$ cat src/rtl/mux_nx1_pipe.sv
// mux_nx1_pipe: N_IN-to-1 word selector feeding a 2-entry skid buffer.
// A push captures in_data[selector*WIDTH +: WIDTH] (all-zeros for an
// out-of-range selector); a pop hands the head word downstream and
// bumps the 16-bit wrapping xfer_count.
// Optional feature: define MUX_SEL_ERR_EN to enable the sticky sel_err
// flag for out-of-range selectors; otherwise sel_err is tied to 0.
module mux_nx1_pipe #(
  parameter int WIDTH = 32,
  parameter int N_IN  = 4,
  localparam int SEL_W = $clog2(N_IN)
) (
  input  logic                  clk,
  input  logic                  reset,
  input  logic [N_IN*WIDTH-1:0] in_data,
  input  logic [SEL_W-1:0]      selector,
  input  logic                  in_valid,
  output logic                  in_ready,
  output logic [WIDTH-1:0]      data_out,
  output logic                  out_valid,
  input  logic                  out_ready,
  output logic                  sel_err,
  output logic [15:0]           xfer_count
);

  typedef enum logic [1:0] {EMPTY, ONE, FULL} state_t;

  state_t           state, state_next;
  logic [WIDTH-1:0] head, head_next;
  logic [WIDTH-1:0] tail, tail_next;
  logic [WIDTH-1:0] sel_word;
  logic             push, pop;

  // Handshake flags come from state only, so in_ready never sees out_ready.
  assign in_ready  = (state != FULL);
  assign out_valid = (state != EMPTY);
  assign push      = in_valid && in_ready;
  assign pop       = out_valid && out_ready;
  assign data_out  = out_valid ? head : '0;

  // Select the addressed input; no match (selector >= N_IN) yields zeros.
  always_comb begin
    sel_word = '0;
    for (int unsigned k = 0; k < N_IN; k++) begin
      if (selector == SEL_W'(k)) sel_word = in_data[k*WIDTH +: WIDTH];
    end
  end

  // Next-state and buffer-slot update for the two-entry skid buffer.
  always_comb begin
    state_next = state;
    head_next  = head;
    tail_next  = tail;
    unique case (state)
      EMPTY: begin
        if (push) begin
          head_next  = sel_word;
          state_next = ONE;
        end
      end
      ONE: begin
        if (push && pop) begin
          head_next  = sel_word;
        end else if (push) begin
          tail_next  = sel_word;
          state_next = FULL;
        end else if (pop) begin
          head_next  = '0;
          state_next = EMPTY;
        end
      end
      FULL: begin
        if (pop) begin
          head_next  = tail;
          state_next = ONE;
        end
      end
      default: state_next = EMPTY;
    endcase
  end

  // State and data registers; reset discards any buffered words.
  always_ff @(posedge clk) begin
    if (reset) begin
      state <= EMPTY;
      head  <= '0;
      tail  <= '0;
    end else begin
      state <= state_next;
      head  <= head_next;
      tail  <= tail_next;
    end
  end

  // Completed output transfers, wrapping at 16 bits.
  always_ff @(posedge clk) begin
    if (reset)    xfer_count <= '0;
    else if (pop) xfer_count <= xfer_count + 16'd1;
  end

`ifdef MUX_SEL_ERR_EN
  logic sel_hit;

  // Selector addresses one of the real inputs.
  always_comb begin
    sel_hit = 1'b0;
    for (int unsigned k = 0; k < N_IN; k++) begin
      if (selector == SEL_W'(k)) sel_hit = 1'b1;
    end
  end

  // Sticky error flag: set by any out-of-range push, cleared only by reset.
  always_ff @(posedge clk) begin
    if (reset)                  sel_err <= 1'b0;
    else if (push && !sel_hit)  sel_err <= 1'b1;
  end
`else
  assign sel_err = 1'b0;
`endif

endmodule

$ cat config.mk
export PLATFORM = sky130hd
export DESIGN_NAME = mux_nx1_pipe
export DESIGN_NICKNAME = d
export VERILOG_FILES = /design/src/rtl/mux_nx1_pipe.sv
export SDC_FILE = /design/constraint.sdc
export NUM_CORES = 1
export LEC_CHECK = 0
export CAP_MARGIN = 20
export CORE_UTILIZATION = 43
export DETAILED_ROUTE_END_ITERATION = 10
export PLACE_DENSITY = 0.81
export RECOVER_POWER = 50
export SETUP_SLACK_MARGIN = 0.15
export SLEW_MARGIN = 15
export SYNTH_ARGS = -nofsm -noshare
export SYNTH_HDL_FRONTEND = slang
export SYNTH_SLANG_ARGS = --single-unit
$ cat constraint.sdc
create_clock -name clk -period 2.4 [get_ports clk]
set_clock_uncertainty 0.15 [all_clocks]
set_input_delay 0.72 -clock clk [delete_from_list [all_inputs] [get_ports clk]]
set_output_delay 0.72 -clock clk [all_outputs]
set_load 0.03 [all_outputs]
==> results of run 1 <==
==> synthesized netlist by cell type (all sizes together), types with 3 or more instances <==
cell type / n / area share
dfxtp: 82 / 0.38
nand2: 72 / 0.063
nor2: 46 / 0.040
a21oi: 40 / 0.047
nor2b: 34 / 0.051
nor3: 34 / 0.040
a221oi: 32 / 0.065
clkbuf: 32 / 0.028
mux4: 32 / 0.17
buf: 11 / 0.018
nand3: 6 / 0.0070
o21ai: 6 / 0.0070
xor2: 6 / 0.012
ha: 5 / 0.015
inv: 5 / 0.0044
xnor2: 4 / 0.0082
nand2b: 3 / 0.0044
or3: 3 / 0.0044
==> repair_timing <==
item,in CTS,in global routing
cloned,3,0
setup endpoints to repair,73,70
hold endpoints to repair,0,0
setup buffers,5,0
resized for setup,74,41
pin swaps,1,2
==> placed cells by master, fill, tap and decap left out, types with 4 or more instances in the layout <==
master | netlist | layout
clkdlybuf4s50_1 | 0 | 131
dfxtp_1 | 82 | 80
nand2_1 | 72 | 72
nor2_1 | 46 | 44
a21oi_1 | 40 | 39
nor3_1 | 34 | 33
mux4_2 | 32 | 32
buf_4 | 1 | 22
nor2b_4 | 1 | 21
a221oi_2 | 0 | 19
buf_6 | 4 | 18
dlygate4sd2_1 | 0 | 15
nor2b_1 | 33 | 13
a221oi_1 | 32 | 12
buf_12 | 0 | 11
clkbuf_8 | 0 | 9
clkbuf_1 | 32 | 7
nand3_1 | 6 | 6
xor2_1 | 6 | 6
o21ai_0 | 5 | 5
xnor2_1 | 4 | 4
ha_1 | 5 | 4
==> stage by stage <==
step | hold slack (ns) | utilization | total power (uW) | instance area [sq um]
6_report | 0.316 | 0.714 | 4620 | 6950
5_1_grt | 0.331 | 0.714 | 4830 | 6950
3_5_place_dp | 0.297 | 0.650 | 3330 | 6320
3_3_place_gp | 0.291 | 0.650 | 3280 | 6320
2_1_floorplan | 0.286 | - | 2610 | 4300
4_1_cts | 0.308 | 0.698 | 4470 | 6790
==> state kept, by name (all words and copies together), names as in the netlist <==
signal	count
head	32
state	2
tail	32
xfer_count	16
==> per-layer routing <==
layer | vias to the layer above | routed length (microns)
met5 | - | 0
met4 | 0 | 376
met3 | 40 | 1110
met2 | 233 | 7550
met1 | 2176 | 5350
li1 | 2051 | -
==> power groups by stage <==
stage	Sequential (uW)	Clock, uW	Combinational (uW)
floorplan	1660	0	951
global placement	1680	0	1600
detailed placement	1690	0	1640
CTS	1660	861	1950
global route	1700	928	2200
finish	1680	863	2080
==> worst max-delay path by stage <==
stage,from,end,slack (ns),cells after the start
final,state[0],head[7],0.05,9
after global routing,state[1],head[7],-0.09,9
after CTS,state[1],out_valid,0.03,4
after detailed placement,out_ready,head[11],-0.17,6
after global placement,out_ready,head[20],-0.11,6
after floorplan,state[0],data_out[10],0.09,5
==> layout make-up <==
cell class | instances | area [sq um]
sequential | 82 | 1640
fill | 719 | 2780
inverter | 5 | 18.8
clock inverter | 5 | 31.3
clock buffer | 11 | 131
timing repair buffer | 211 | 2170
tap | 133 | 166
multi-input combinational | 343 | 2780
==> logic make-up (layout without fill, tap and decap cells) <==
family,after synthesis,count (layout)
AOI/OAI and AO/OA,79,79
xor gates and xnor gates,10,10
adders and majority gates,5,5
buffers and inverters,48,232
DFF,82,82
muxes,36,36
other,1,1
and+or+nand+nor,212,212
==> critical path: cells and delay by family (launching register included) <==
kind	cells	cell delay, ns
buffers and inverters	4	0.70
adder cells (fa/ha/maj)	1	0.27
AO/OA/AOI/OAI	2	0.49
flip-flops	1	0.33
AND/OR/NAND/NOR	2	0.29
==> metrics.log, run 1 <==
[metrics] worst hold path type: register to register
[metrics] max-cap viol count: 0
[metrics] number of buffers created by CTS: 9
[metrics] final hold viol count: 0
[metrics] met2 demand-to-capacity share in global routing: 0.481
[metrics] warning count from the yosys run: 0
[metrics] Via Count: 4,500
[metrics] count of port buffers added during placement: 183
[metrics] maximum vdd ir drop: 0.338 mV
[metrics] hold-fix buffer count after cts: 0
[metrics] synthesized net count: 612
[metrics] antenna violation net count after detailed routing: 0
[metrics] max-slew violations: 0
[metrics] final RePlAce weighted congestion: 0.840
[metrics] detailed-routing iteration count for the pre-antenna-repair pass: 5
[metrics] non-filler instance count after layout: 790
[metrics] Reg power frac: 0.364
[metrics] global route overflow: 0
[metrics] post-detailed-route wirelength per cell: 18.2 microns
[metrics] Slew headroom: 0.650
[metrics] maximum number of pins on one net before global-route repair: 79
[metrics] register-to-register setup slack: 0.05 ns
[metrics] destination of the worst hold path: tail[15]
[metrics] worst hold path stage count: 2
[metrics] critical register-to-register path startpoint: state[0]
[metrics] placed wire-length estimate after detailed placement: 9.51 mm
[metrics] worst path cell trace: inv_2, ha_4, buf_8, clkbuf_1, nand2b_4, o21ai_2, buf_4, a221oi_1, nor3_1
[metrics] sequential element share of the synthesized area: 0.382
[metrics] Post-Syn Instances: 473
[metrics] final setup violation count: 0
[metrics] pre-CTS setup slack: -0.169 ns
[metrics] starting density of the core: 0.442
[metrics] hold path startpoint: tail[15]
[metrics] Routed Wire Length: 14.4 mm
[metrics] global routing's busiest layer: met2
[metrics] crit path DAT: 2.43 ns
[metrics] post-synthesis mux area share: 0.178
[metrics] worst r2r dst: head[7]
[metrics] crit-path max cell delay: 0.41 ns
[metrics] Post-Route Setup TNS: 0 ns
[metrics] highest clock frequency the design can meet: 0.425 GHz
[metrics] met1 Resource Use GR: 0.315
[metrics] initial antenna violation count: 0
[metrics] iteration-0 DRC count of the detailed router: 351
[metrics] Placeable Area: 9730 sq um
[metrics] r2r worst-path depth: 9
[metrics] width of the die: 102 microns
[metrics] main combinational cell family by area after synthesis: simple AND/OR/NAND/NOR gates
[metrics] final net count: 791
[metrics] combined global-route utilization of all metal layers: 0.271
[metrics] slowest library cell on the worst path: a221oi_1
[metrics] power density relative to cell area: 665 nW/um^2
[metrics] CTS sink cnt: 82
[metrics] die area: 10,400 sq um
[metrics] detailed-route vias per instance: 5.70
[metrics] master cell of the clock root buffer: clkbuf_8
[metrics] number of remaining DRC errors: 0
[metrics] xor-xnor portion of the synthesized cell area: 0.0204
[metrics] Worst Setup Path Type: register to register
[metrics] vias in the first global route: 4,506
[metrics] Final Cycle Share: 0.981
[metrics] shortest period the worst path allows: 2.35 ns
[metrics] post-synthesis share of cell area spent on full adders, half adders and majority gates: 0.0146
[metrics] measured slew at the worst slew-check pin: 0.525 ns
[metrics] Async S/R FF share, synth: 0
[metrics] maximum clock insertion buffer count: 2
[metrics] setup repair after global routing missed its margin: yes
[metrics] met3 layer usage reported by global route: 0.0663
[metrics] leakage power of the design: 0.00258 uW
[metrics] share of total power in combinational logic: 0.450
[metrics] share of synthesized cell area in and, or, nand and nor gates: 0.233
[metrics] library cells used by synthesis: 38
[metrics] Synth Area in Compound Gates: 0.121
[metrics] total inserted antenna cells: 0
[metrics] NetSw: 1690 uW
[metrics] element type at the critical path start: register
[metrics] register bit total from synthesis: 82
[metrics] Skew-Pair Late Insertion Delay: 0.35 ns
[metrics] Std-Cell Rows: 36
[metrics] area added between synthesis and finish: 61.6%
[metrics] Setup crit end kind: register
[metrics] data required time at the worst endpoint: 2.48 ns
[metrics] most used flip-flop cell after synthesis: dfxtp_1
[metrics] internal power consumption: 2930 uW
[metrics] cell area after technology mapping: 4300 sq um
[metrics] Avg Synthesized Cell Area: 9.08 sq um
[metrics] run status: finished clean
[metrics] wire length of the first global-routing pass: 21.7 mm
[metrics] H-tree levels: 3
[metrics] Die Height: 102 microns
[metrics] relative contribution of the clock network to total power: 0.187
[metrics] Worst Setup Slack, final: 0.0453 ns
[metrics] number of placed I/O pins: 185
[metrics] clock tree from TritonCTS: done
[metrics] share of layout cells above drive strength 1: 0.244
[metrics] switching part of the total: 0.366
[metrics] worst-path fanout max: 23
[metrics] clock-pin slew on the worst setup and hold paths: 0.08 ns
[metrics] Placed Instances: 766
[metrics] count of flip-flops with a built-in enable after synthesis: 0
Note: power is estimated with default switching activity, not from simulation.
==> run 2: changes to the inputs <==
Settings changed: CORE_UTILIZATION 43 to 46, PLACE_DENSITY 0.81 to 0.86.
Clock period 2.4 ns to 2.9 ns, I/O delays scaled along.
==> run 2 against run 1 <==
Non-clock buffer count shrank 15; worst setup slack better by 0.22 ns; design area fell by 9.2%; die area decreased by 6.4%; register-to-register slack improved by 0.51 ns; highest routed layer unchanged.
==> metrics.log, run 2 (same netlist as run 1, synthesis figures left out) <==
[metrics] run status: finished clean (unchanged)
[metrics] H-tree levels: 3 (unchanged)
[metrics] worst path cell trace: inv_1, ha_1, buf_12, nor2b_1, clkbuf_2 (was inv_2, ha_4, buf_8, clkbuf_1, nand2b_4, o21ai_2, buf_4, a221oi_1, nor3_1)
[metrics] Final Cycle Share: 0.910
[metrics] slowest library cell on the worst path: dfxtp_1 (was a221oi_1)
[metrics] shortest period the worst path allows: 2.64 ns
[metrics] leakage power of the design: 0.00232 uW (was 0.00258 uW)
[metrics] highest clock frequency the design can meet: 0.379 GHz
[metrics] Slew headroom: 0.542 (was 0.650)
[metrics] crit path DAT: 1.62 ns (was 2.43 ns)
[metrics] maximum clock insertion buffer count: 2 (unchanged)
[metrics] measured slew at the worst slew-check pin: 0.687 ns (was 0.525 ns)
[metrics] placed wire-length estimate after detailed placement: 9.21 mm (was 9.51 mm)
[metrics] highest-count cells in the layout ignoring fill and taps: clkdlybuf4s50_1, dfxtp_1, nand2_1, nor2_1, a21oi_1 (unchanged)
[metrics] Setup crit end kind: primary output (was register)
[metrics] power density relative to cell area: 564 nW/um^2 (was 665 nW/um^2)
[metrics] fill cell count: 691 (was 719)
[metrics] detailed-routing iteration count for the pre-antenna-repair pass: 5 (unchanged)
[metrics] Skew-Pair Late Insertion Delay: 0.35 ns (about the same)
[metrics] non-filler instance count after layout: 750 (was 790)
[metrics] final RePlAce weighted congestion: 0.862 (was 0.840)
[metrics] most common cell after layout, fill and taps aside: clkdlybuf4s50_1 (unchanged)
[metrics] worst hold path type: register to register (unchanged)
[metrics] width of the die: 98.6 microns (was 102 microns)
[metrics] hold-fix buffer count after cts: 0 (unchanged)
[metrics] Via Count: 4,314 (was 4,500)
[metrics] number of remaining DRC errors: 0 (unchanged)
[metrics] combined global-route utilization of all metal layers: 0.272 (was 0.271)
[metrics] Post-Route Setup TNS: 0 ns (unchanged)
[metrics] post-detailed-route wirelength per cell: 16.8 microns (was 18.2 microns)
[metrics] maximum number of pins on one net before global-route repair: 57 (was 79)
[metrics] number of buffers created by CTS: 9 (unchanged)
[metrics] worst hold path stage count: 2 (unchanged)
[metrics] maximum vdd ir drop: 0.272 mV (was 0.338 mV)
[metrics] registers with the highest flip-flop counts: head (32), tail (32), xfer_count (16) (unchanged)
[metrics] master cell of the clock root buffer: clkbuf_8 (unchanged)
[metrics] setup repair after global routing missed its margin: no (was yes)
[metrics] Routed Wire Length: 12.6 mm (was 14.4 mm)
[metrics] global route overflow: 0 (unchanged)
[metrics] iteration-0 DRC count of the detailed router: 255 (was 351)
[metrics] number of placed I/O pins: 185 (unchanged)
[metrics] data required time at the worst endpoint: 1.88 ns (was 2.48 ns)
[metrics] worst-path fanout max: 34 (was 23)
[metrics] r2r worst-path depth: 6 (was 9)
[metrics] Placed Instances: 734 (was 766)
[metrics] share of layout cells above drive strength 1: 0.150 (was 0.244)
[metrics] starting density of the core: 0.483 (was 0.442)
[metrics] final net count: 776 (was 791)
[metrics] Worst Setup Path Type: register to primary output (was register to register)
[metrics] max-slew violations: 0 (unchanged)
[metrics] clock tree from TritonCTS: done (unchanged)
[metrics] vias in the first global route: 4,447 (was 4,506)
[metrics] initial antenna violation count: 0 (unchanged)
[metrics] die area: 9730 sq um (was 10,400 sq um)
[metrics] count of port buffers added during placement: 183 (unchanged)
[metrics] crit-path max cell delay: 0.38 ns (was 0.41 ns)
[metrics] max-cap viol count: 0 (unchanged)
[metrics] antenna violation net count after detailed routing: 0 (unchanged)
[metrics] Die Height: 98.6 microns (was 102 microns)
[metrics] CTS sink cnt: 82 (unchanged)
[metrics] total inserted antenna cells: 0 (unchanged)
[metrics] clock-pin slew on the worst setup and hold paths: 0.08 ns (about the same)
[metrics] final setup violation count: 0 (unchanged)
[metrics] wire length of the first global-routing pass: 20.9 mm (was 21.7 mm)
[metrics] final hold viol count: 0 (unchanged)
[metrics] detailed-route vias per instance: 5.75 (was 5.70)
[metrics] Std-Cell Rows: 34 (was 36)
[metrics] element type at the critical path start: register (unchanged)
[metrics] placed instance area: 6260 sq um (was 6320 sq um)
[metrics] area added between synthesis and finish: 46.8% (was 61.6%)
[metrics] fin area: 6310 sq um (was 6950 sq um)
[metrics] Placeable Area: 8890 sq um (was 9730 sq um)
## run 2: cell count changes in the layout (fill, tap and decap cells not counted), sizes merged
cell / previous run / this run
buf: 58 / 44
clkdlybuf4s50: 131 / 145
dlygate4sd2: 15 / 1
clkbuf: 18 / 14
bufinv: 0 / 2
dlygate4sd3: 0 / 2
clkinvlp: 1 / 0
## run 2: per-layer routing
layer / vias up / track usage / wire length (microns)
met5: - / 0 / 0
met4: 0 / 0.129 / 467
met3: 39 / 0.0638 / 936
met2: 227 / 0.475 / 6400
met1: 2030 / 0.315 / 4800
li1: 2018 / - / -
## run 2: final timing paths
| path | slack, ns | startpoint | end |
|---|---|---|---|
| setup / recovery | 0.26 | state[0] | data_out[30] |
| hold / removal | 0.31 | tail[13] | tail[13] |
| setup reg to reg | 0.56 | state[0] | head[21] |
| hold reg to reg | 0.31 | tail[13] | tail[13] |
## run 2: power breakdown
group / internal [uW] / switching [uW] / total, uW
clock: 488 / 412 / 901
combinational: 581 / 700 / 1280
sequential: 1280 / 88.6 / 1370
total: 2350 / 1200 / 3550
## run 2: repair_timing
action / CTS / global route
resized for setup: 90 / 62
endpoints found under the setup margin: 32 / 31
gates cloned: 0 / 0
setup buffers: 0 / 0
## run 2: worst max-delay path: cells and delay by family (launching register included)
kind,cells,cell delay (ns)
fa+ha+maj,1,0.25
buf+inv,3,0.50
flops,1,0.38
simple gates,1,0.15
## run 2: cell type report
| type | count | area [sq um] | share of cell area |
|---|---|---|---|
| Timing Repair Buffer | 196 | 1850 | 0.293 |
| Clock inverter | 6 | 91.3 | 0.0145 |
| Clock buffer | 10 | 128 | 0.0202 |
| Inverter | 5 | 18.8 | 0.00298 |
| Sequential cell | 82 | 1640 | 0.260 |
| Multi-Input combinational cell | 343 | 2450 | 0.388 |
| Tap cell | 108 | 135 | 0.0214 |
## run 2: stage by stage
| step | utilization | worst slack, ns | hold WS [ns] | total power (uW) |
|---|---|---|---|---|
| 3_3_place_gp | 0.703 | 0.181 | 0.291 | 2690 |
| 4_1_cts | 0.732 | 0.0486 | 0.310 | 3610 |
| 2_1_floorplan | - | 0.442 | 0.286 | 2160 |
| 3_5_place_dp | 0.704 | 0.132 | 0.298 | 2730 |
| 5_1_grt | 0.709 | 0.160 | 0.323 | 3740 |
| 6_report | 0.709 | 0.261 | 0.308 | 3550 |
